**src/rtl/mem_access_unit_if.sv**
```systemverilog
// Bundled request/response and data-memory signals for mem_access_unit.
// The slave side is the unit. The master side is the pipeline plus the memory.
interface mem_access_unit_if #(
    parameter int ADDR_W = 10
) ();

    logic              req_valid;
    logic              req_ready;
    logic [2:0]        req_op;
    logic [31:0]       req_addr;
    logic [31:0]       req_wdata;

    logic              resp_valid;
    logic [31:0]       resp_rdata;
    logic              resp_fault;

    logic [ADDR_W-1:0] mem_address;
    logic [31:0]       mem_dataIn;
    logic              mem_memWrite;
    logic              mem_memRead;
    logic [31:0]       mem_dataOut;

    modport slave (
        input  req_valid, req_op, req_addr, req_wdata, mem_dataOut,
        output req_ready, resp_valid, resp_rdata, resp_fault,
        output mem_address, mem_dataIn, mem_memWrite, mem_memRead
    );

    modport master (
        output req_valid, req_op, req_addr, req_wdata, mem_dataOut,
        input  req_ready, resp_valid, resp_rdata, resp_fault,
        input  mem_address, mem_dataIn, mem_memWrite, mem_memRead
    );

endinterface

```
**src/rtl/mem_access_unit.sv**
```systemverilog
// Load/store sequencer between EX/MEM and a word-wide, big-endian data memory.
// Sub-word stores are done as read-modify-write. Misaligned and out-of-range accesses fault.
module mem_access_unit #(
    parameter int ADDR_W      = 10,
    parameter bit CHECK_RANGE = 1'b1
) (
    input  logic             clk,
    input  logic             rst_n,
    mem_access_unit_if.slave bus
);

    localparam logic [2:0] S_IDLE      = 3'd0;
    localparam logic [2:0] S_READ      = 3'd1;
    localparam logic [2:0] S_WRITE     = 3'd2;
    localparam logic [2:0] S_RMW_READ  = 3'd3;
    localparam logic [2:0] S_RMW_WRITE = 3'd4;
    localparam logic [2:0] S_RESP      = 3'd5;

    localparam logic [2:0] OP_LW  = 3'd0;
    localparam logic [2:0] OP_LH  = 3'd1;
    localparam logic [2:0] OP_LHU = 3'd2;
    localparam logic [2:0] OP_LB  = 3'd3;
    localparam logic [2:0] OP_LBU = 3'd4;
    localparam logic [2:0] OP_SW  = 3'd5;
    localparam logic [2:0] OP_SH  = 3'd6;
    localparam logic [2:0] OP_SB  = 3'd7;

    logic [2:0]        r_state;
    logic [2:0]        r_op;
    logic [1:0]        r_off;
    logic [15:0]       r_wdata;
    logic              r_resp_valid;
    logic              r_resp_fault;
    logic [31:0]       r_resp_rdata;
    logic              r_mem_we;
    logic              r_mem_re;
    logic [ADDR_W-1:0] r_mem_addr;
    logic [31:0]       r_mem_din;

    logic              w_accept;
    logic              w_is_load;
    logic              w_misaligned;
    logic              w_out_of_range;
    logic              w_fault;

    // Byte offset 0 is the most significant lane. The expression ~off equals 3-off for a 2-bit offset.
    function automatic logic [31:0] extract_load(input logic [31:0] word,
                                                 input logic [2:0]  op,
                                                 input logic [1:0]  off);
        logic [7:0]  lane_b;
        logic [15:0] lane_h;
        logic [31:0] result;
        // NOTE: blocking assignments here are intentional; function locals are combinational temporaries.
        lane_b = word[{~off, 3'b000} +: 8];
        lane_h = off[1] ? word[15:0] : word[31:16];
        case (op)
            OP_LW:   result = word;
            OP_LH:   result = {{16{lane_h[15]}}, lane_h};
            OP_LHU:  result = {16'd0, lane_h};
            OP_LB:   result = {{24{lane_b[7]}}, lane_b};
            OP_LBU:  result = {24'd0, lane_b};
            default: result = 32'd0;
        endcase
        return result;
    endfunction

    function automatic logic [31:0] merge_store(input logic [31:0] word,
                                                input logic [2:0]  op,
                                                input logic [1:0]  off,
                                                input logic [15:0] wdata);
        logic [31:0] result;
        result = word;
        if (op == OP_SH) begin
            if (off[1]) result[15:0]  = wdata;
            else        result[31:16] = wdata;
        end else begin
            result[{~off, 3'b000} +: 8] = wdata[7:0];
        end
        return result;
    endfunction

    // Fault and access-class decode uses the live request, because it is resolved in the acceptance cycle.
    always_comb begin
        // NOTE: every always_comb output gets a default first so that no latch is inferred.
        w_misaligned = 1'b0;
        case (bus.req_op)
            OP_LW, OP_SW:         w_misaligned = |bus.req_addr[1:0];
            OP_LH, OP_LHU, OP_SH: w_misaligned = bus.req_addr[0];
            default:              w_misaligned = 1'b0;
        endcase
    end

    assign w_out_of_range = CHECK_RANGE && ((bus.req_addr >> ADDR_W) != 32'd0);
    assign w_fault        = w_misaligned || w_out_of_range;
    assign w_is_load      = (bus.req_op <= OP_LBU);
    assign w_accept       = bus.req_valid && (r_state == S_IDLE);

    // Ready is gated by rst_n directly, so it is low while reset is asserted.
    assign bus.req_ready    = (r_state == S_IDLE) && rst_n;
    assign bus.resp_valid   = r_resp_valid;
    assign bus.resp_fault   = r_resp_fault;
    assign bus.resp_rdata   = r_resp_rdata;
    assign bus.mem_address  = r_mem_addr;
    assign bus.mem_dataIn   = r_mem_din;
    assign bus.mem_memWrite = r_mem_we;
    assign bus.mem_memRead  = r_mem_re;

    always_ff @(posedge clk or negedge rst_n) begin
        if (!rst_n) begin
            r_state      <= S_IDLE;
            r_op         <= OP_LW;
            r_off        <= 2'd0;
            r_wdata      <= 16'd0;
            r_resp_valid <= 1'b0;
            r_resp_fault <= 1'b0;
            r_resp_rdata <= 32'd0;
            r_mem_we     <= 1'b0;
            r_mem_re     <= 1'b0;
            r_mem_addr   <= '0;
            r_mem_din    <= 32'd0;
        end else begin
            // NOTE: sequential state uses non-blocking assignments only; the strobes default low each cycle.
            r_resp_valid <= 1'b0;
            r_mem_we     <= 1'b0;
            r_mem_re     <= 1'b0;

            case (r_state)
                S_IDLE: begin
                    if (w_accept) begin
                        r_op    <= bus.req_op;
                        r_off   <= bus.req_addr[1:0];
                        r_wdata <= bus.req_wdata[15:0];
                        if (w_fault) begin
                            r_state      <= S_RESP;
                            r_resp_valid <= 1'b1;
                            r_resp_fault <= 1'b1;
                            r_resp_rdata <= 32'd0;
                        end else begin
                            r_mem_addr <= {bus.req_addr[ADDR_W-1:2], 2'b00};
                            if (w_is_load) begin
                                r_state  <= S_READ;
                                r_mem_re <= 1'b1;
                            end else if (bus.req_op == OP_SW) begin
                                r_state   <= S_WRITE;
                                r_mem_we  <= 1'b1;
                                r_mem_din <= bus.req_wdata;
                            end else begin
                                r_state  <= S_RMW_READ;
                                r_mem_re <= 1'b1;
                            end
                        end
                    end
                end

                S_READ: begin
                    r_state      <= S_RESP;
                    r_resp_valid <= 1'b1;
                    r_resp_fault <= 1'b0;
                    r_resp_rdata <= extract_load(bus.mem_dataOut, r_op, r_off);
                end

                S_WRITE, S_RMW_WRITE: begin
                    r_state      <= S_RESP;
                    r_resp_valid <= 1'b1;
                    r_resp_fault <= 1'b0;
                    r_resp_rdata <= 32'd0;
                end

                S_RMW_READ: begin
                    r_state   <= S_RMW_WRITE;
                    r_mem_we  <= 1'b1;
                    r_mem_din <= merge_store(bus.mem_dataOut, r_op, r_off, r_wdata);
                end

                S_RESP: begin
                    r_state <= S_IDLE;
                end

                default: begin
                    r_state <= S_IDLE;
                end
            endcase
        end
    end

    a_rw_exclusive: assert property (@(posedge clk) disable iff (!rst_n)
        !(r_mem_we && r_mem_re));

    a_resp_pulse: assert property (@(posedge clk) disable iff (!rst_n)
        r_resp_valid |=> !r_resp_valid);

endmodule

```
**src/flat_wrapper.sv**
```systemverilog
// flat-port wrapper written by rule: the top's interface ports become plain ports
module mem_access_unit_flat 
#(
    parameter int ADDR_W      = 10,
    parameter bit CHECK_RANGE = 1'b1
)
  (clk, rst_n, bus_req_valid, bus_req_op, bus_req_addr, bus_req_wdata, bus_mem_dataOut, bus_req_ready, bus_resp_valid, bus_resp_rdata, bus_resp_fault, bus_mem_address, bus_mem_dataIn, bus_mem_memWrite, bus_mem_memRead);
  mem_access_unit_if #(.ADDR_W(ADDR_W)) bus_i ();
  input  logic clk;
  input  logic rst_n;
  input wire logic [$bits(bus_i.req_valid)-1:0] bus_req_valid;
  input wire logic [$bits(bus_i.req_op)-1:0] bus_req_op;
  input wire logic [$bits(bus_i.req_addr)-1:0] bus_req_addr;
  input wire logic [$bits(bus_i.req_wdata)-1:0] bus_req_wdata;
  input wire logic [$bits(bus_i.mem_dataOut)-1:0] bus_mem_dataOut;
  output wire logic [$bits(bus_i.req_ready)-1:0] bus_req_ready;
  output wire logic [$bits(bus_i.resp_valid)-1:0] bus_resp_valid;
  output wire logic [$bits(bus_i.resp_rdata)-1:0] bus_resp_rdata;
  output wire logic [$bits(bus_i.resp_fault)-1:0] bus_resp_fault;
  output wire logic [$bits(bus_i.mem_address)-1:0] bus_mem_address;
  output wire logic [$bits(bus_i.mem_dataIn)-1:0] bus_mem_dataIn;
  output wire logic [$bits(bus_i.mem_memWrite)-1:0] bus_mem_memWrite;
  output wire logic [$bits(bus_i.mem_memRead)-1:0] bus_mem_memRead;
  assign bus_i.req_valid = bus_req_valid;
  assign bus_i.req_op = bus_req_op;
  assign bus_i.req_addr = bus_req_addr;
  assign bus_i.req_wdata = bus_req_wdata;
  assign bus_i.mem_dataOut = bus_mem_dataOut;
  assign bus_req_ready = bus_i.req_ready;
  assign bus_resp_valid = bus_i.resp_valid;
  assign bus_resp_rdata = bus_i.resp_rdata;
  assign bus_resp_fault = bus_i.resp_fault;
  assign bus_mem_address = bus_i.mem_address;
  assign bus_mem_dataIn = bus_i.mem_dataIn;
  assign bus_mem_memWrite = bus_i.mem_memWrite;
  assign bus_mem_memRead = bus_i.mem_memRead;
  mem_access_unit #(.ADDR_W(ADDR_W), .CHECK_RANGE(CHECK_RANGE)) u_core (.clk(clk), .rst_n(rst_n), .bus(bus_i));
endmodule
```
**config.mk**
```make
export PLATFORM = sky130hd
export DESIGN_NAME = mem_access_unit_flat
export DESIGN_NICKNAME = d
export VERILOG_FILES = /design/src/rtl/mem_access_unit_if.sv /design/src/rtl/mem_access_unit.sv /design/src/flat_wrapper.sv
export SDC_FILE = /design/constraint.sdc
export NUM_CORES = 1
export LEC_CHECK = 0
export BUFFER_PORTS_ARGS = -buffer_cell sky130_fd_sc_hd__buf_2
export CAP_MARGIN = 0
export CORE_MARGIN = 2
export CORE_UTILIZATION = 25
export DETAILED_ROUTE_END_ITERATION = 8
export HOLD_SLACK_MARGIN = 0.1
export PLACE_DENSITY = 0.47
export REMOVE_ABC_BUFFERS = 1
export SYNTH_ARGS = -nofsm -noshare
export SYNTH_HDL_FRONTEND = slang
export SYNTH_SLANG_ARGS = --single-unit
```
**constraint.sdc**
```tcl
create_clock -name clk -period 3.42 [get_ports clk]
set_input_delay 0.171 -clock clk [delete_from_list [all_inputs] [get_ports clk]]
set_output_delay 0.171 -clock clk [all_outputs]
set_load 0.005 [all_outputs]
```
==> flow_metrics.py <==
metrics = {
    "routing": {
        "drc": 0,
        "first_iter_violations": 377,
        "detail_route.wl_per_cell_um": 20.0,
        "first_pass_iters": 4,
        "vias_per_cell": 5.10,
        "wl_um": 21300,
        "vias": 5435,
        "antenna_left": 0,
    },
    "final_layout": {
        "fin_util_pct": 32.9,
        "fin_nets": 883,
        "fillCellCount": 2391,
        "area_growth_pct": 30.6,
        "layout-drive-gt1-share_pct": 33.2,
        "n_antenna_cell": 0,
    },
    "clock_tree": {
        "cts_buffer_depth": 2,
        "cts_tree": "built",
        "cts_setup_buffers": 0,
        "htree_levels": 3,
        "insertion_delay_ns": 0.36,
        "holdBufCountCts": 28,
        "path_clk_slew_ns": 0.07,
        "root_buffer": "clkbuf_16",
        "cts_made_buffers": 9,
        "cts_resized": 0,
        "cts_sinks": 100,
    },
    "critical_path": {
        "critPathTopFamily": "compound AO/OA/AOI/OAI gates",
        "worst_setup_path_end_kind": "flop",
        "cp.required_ns": 3.70,
        "crit_buf_inv": 1,
        "crit_arrival_ns": 3.08,
        "cp-start-kind": "flop",
        "crit_slowest_cell": "o32ai_1",
        "crit_chain": "inv_1, ha_1, nand2_1, o32ai_1, a221oi_1, a21oi_1",
        "slowest_delay_ns": 0.96,
        "cp_max_fo": 14,
        "worstSetupPathType": "reg -> reg",
    },
    "floorplan": {
        "die_x_um": 154,
        "io_pins": 181,
        "fp-row-count": 55,
        "dieHeight_um": 154,
        "core_area_mm2": 0.0224,
        "die-area_mm2": 0.0238,
        "start_util_pct": 25.2,
    },
    "global_routing": {
        "grt_pass1_vias": 5434,
        "antenna_found_initial": 1,
        "grt_max_degree": 43,
        "grt_pass1_wl_um": 32600,
        "grt-ovfl-total": 0,
        "grt_use_total_pct": 17.7,
    },
    "timing": {
        "period_share_pct": 81.7,
        "slew_violations": 0,
        "fin_skew_ns": 0.00617,
        "hold_viol_final": 0,
        "setup_tns_ns": 0,
        "max_clock_freq_mhz": 358,
        "min_period_ns": 2.79,
        "slew_headroom_pct": 20.2,
        "setup_viol": 0,
        "worstMarginPinSlew_ns": 1.19,
        "rsz0062_at_grt": "no",
    },
    "yosys": {
        "seq_area_frac_synth_pct": 44.2,
        "yosysWarnings": 0,
        "synth_edf_count": 0,
        "ys.flop_type": "dfrtp_1",
        "synthArstFlopShare_pct": 100,
        "synthCells": 592,
        "syn-cell-area_mm2": 0.00566,
        "ys_types": 56,
        "avgSynthCellArea_um2": 9.56,
        "synth-seq-cells": 100,
    },
    "job": {
        "maxCapViolations": 0,
    },
    "place": {
        "routabilityCongestion": 0.779,
        "dp_hpwl_um": 15300,
        "io_buffers": 178,
    },
    "power_and_ir_drop": {
        "leakage_nw": 3.54,
        "total_power_mw": 5.15,
        "p_per_area_mw_per_mm2": 697,
        "peakVddDrop_uv": 391,
    },
    "hold_path": {
        "hold_class": "in -> reg",
    },
    "outcome": {
        "status": "completed",
    },
}
-- state kept, by name (all words and copies together), names as in the netlist --
| signal | flops |
|---|---|
| u_core.r_off | 2 |
| u_core.r_op | 3 |
| u_core.bus.resp_rdata | 32 |
| u_core.bus.resp_valid | 1 |
| u_core.r_state | 3 |
| u_core.bus.mem_address | 8 |
| u_core.r_wdata | 16 |
| u_core.bus.mem_memRead | 1 |
| u_core.bus.resp_fault | 1 |
| u_core.bus.mem_memWrite | 1 |
| u_core.bus.mem_dataIn | 32 |
-- stage by stage --
step	instances	hold slack (ns)	instance area (µm²)	setup slack (ns)
2_1_floorplan	543	-0.125	5430	0.323
3_3_place_gp	1022	0.212	6800	0.615
3_5_place_dp	1022	0.208	6800	0.611
4_1_cts	1066	0.101	7390	0.576
5_1_grt	1066	0.112	7390	0.376
6_report	1066	0.119	7390	0.626
-- area by class of cell --
cell class / count / area [µm²] / share of cell area (%)
Timing Repair Buffer: 222 / 1290 / 17.5
Clock buffer: 11 / 243 / 3.29
Inverter: 7 / 26.3 / 0.356
Sequential cell: 100 / 2500 / 33.9
Tap cell: 285 / 357 / 4.83
Clock inverter: 5 / 61.3 / 0.830
Multi-Input combinational cell: 436 / 2900 / 39.3
-- cells in the final DEF (no fill, tap or decap), drive strengths merged, types with 3 or more instances in the layout --
master,count
nor2,24
a22o,6
o21a,3
ha,5
mux2,37
a221oi,30
a21oi,73
buf,194
dfrtp,100
a211o,7
clkinv,4
o22ai,33
clkbuf,11
nand3,3
nand2b,16
nand2,71
mux2i,27
inv,7
a21o,4
a211oi,3
and3b,4
dlygate4sd3,28
o21ai,22
a31oi,32
nor4,6
nor3,3
-- routing by layer --
metal  GRT usage, %  vias up  share of wire (%)
met4           4.10        2                1.8
met5              0        -              0.066
met1           24.4     2637                 46
met2           27.4      180                 46
li1               -     2598                  -
met3           5.32       18                6.2
-- cells by family (layout without fill, tap and decap cells) --
logic type	after synthesis	count (layout)	share of synthesized area [%]
compound gates	224	224	25.7
xor+xnor	2	2	0.310
fa+ha+maj	5	5	1.11
buf+inv	57	245	4.60
flops	100	100	44.2
mux	64	64	12.1
other cells	1	2	0.0663
simple gates	139	139	11.8
-- final timing paths --
check,endpoint,startpoint,cells past startpoint,slack [ns]
worst min register to register,u_core.bus.resp_fault,u_core.bus.resp_fault,1,0.50
worst max register to register,u_core.bus.mem_dataIn[17],u_core.r_off[0],6,0.63
worst max-delay path,u_core.bus.mem_dataIn[17],u_core.r_off[0],6,0.63
worst min-delay path,u_core.r_off[0],bus_req_addr[0],2,0.12
max in group asynchronous,u_core.bus.resp_rdata[24],rst_n,3,2.14
min in group asynchronous,u_core.bus.mem_address[2],rst_n,2,0.35
-- cell usage after synthesis (2+ instances only) --
| master | number | share of area, % |
|---|---|---|
| nand2b_1 | 16 | 1.8 |
| a211o_1 | 7 | 1.1 |
| a21oi_1 | 71 | 6.3 |
| nand2_1 | 70 | 4.6 |
| buf_2 | 16 | 1.4 |
| o22ai_1 | 32 | 3.5 |
| nor4_1 | 6 | 0.66 |
| and3b_1 | 4 | 0.62 |
| a211oi_1 | 2 | 0.27 |
| or2_2 | 2 | 0.22 |
| inv_1 | 7 | 0.46 |
| buf_1 | 2 | 0.13 |
| a31oi_1 | 32 | 3.5 |
| a221oi_1 | 30 | 4.6 |
| a21oi_2 | 2 | 0.31 |
| clkbuf_1 | 26 | 1.7 |
| nor2b_1 | 2 | 0.22 |
| o21ai_0 | 22 | 1.9 |
| a21o_1 | 4 | 0.53 |
| ha_1 | 5 | 1.1 |
| nor3_1 | 2 | 0.18 |
| mux2_2 | 37 | 7.4 |
| nor2_1 | 23 | 1.5 |
| a22o_1 | 6 | 0.93 |
| buf_4 | 5 | 0.66 |
| mux2i_1 | 27 | 4.8 |
| o21a_1 | 3 | 0.40 |
| nand3_1 | 3 | 0.27 |
| dfrtp_1 | 100 | 44 |
| xor2_1 | 2 | 0.31 |
-- where the power goes --
group | total, mW | switching [mW] | internal, mW
Clock | 1.07 | 0.477 | 0.591
Combinational | 2.33 | 1.36 | 0.972
Sequential | 1.75 | 0.289 | 1.46
Total | 5.15 | 2.13 | 3.02
No activity file was read; power rests on OpenSTA's default activity.
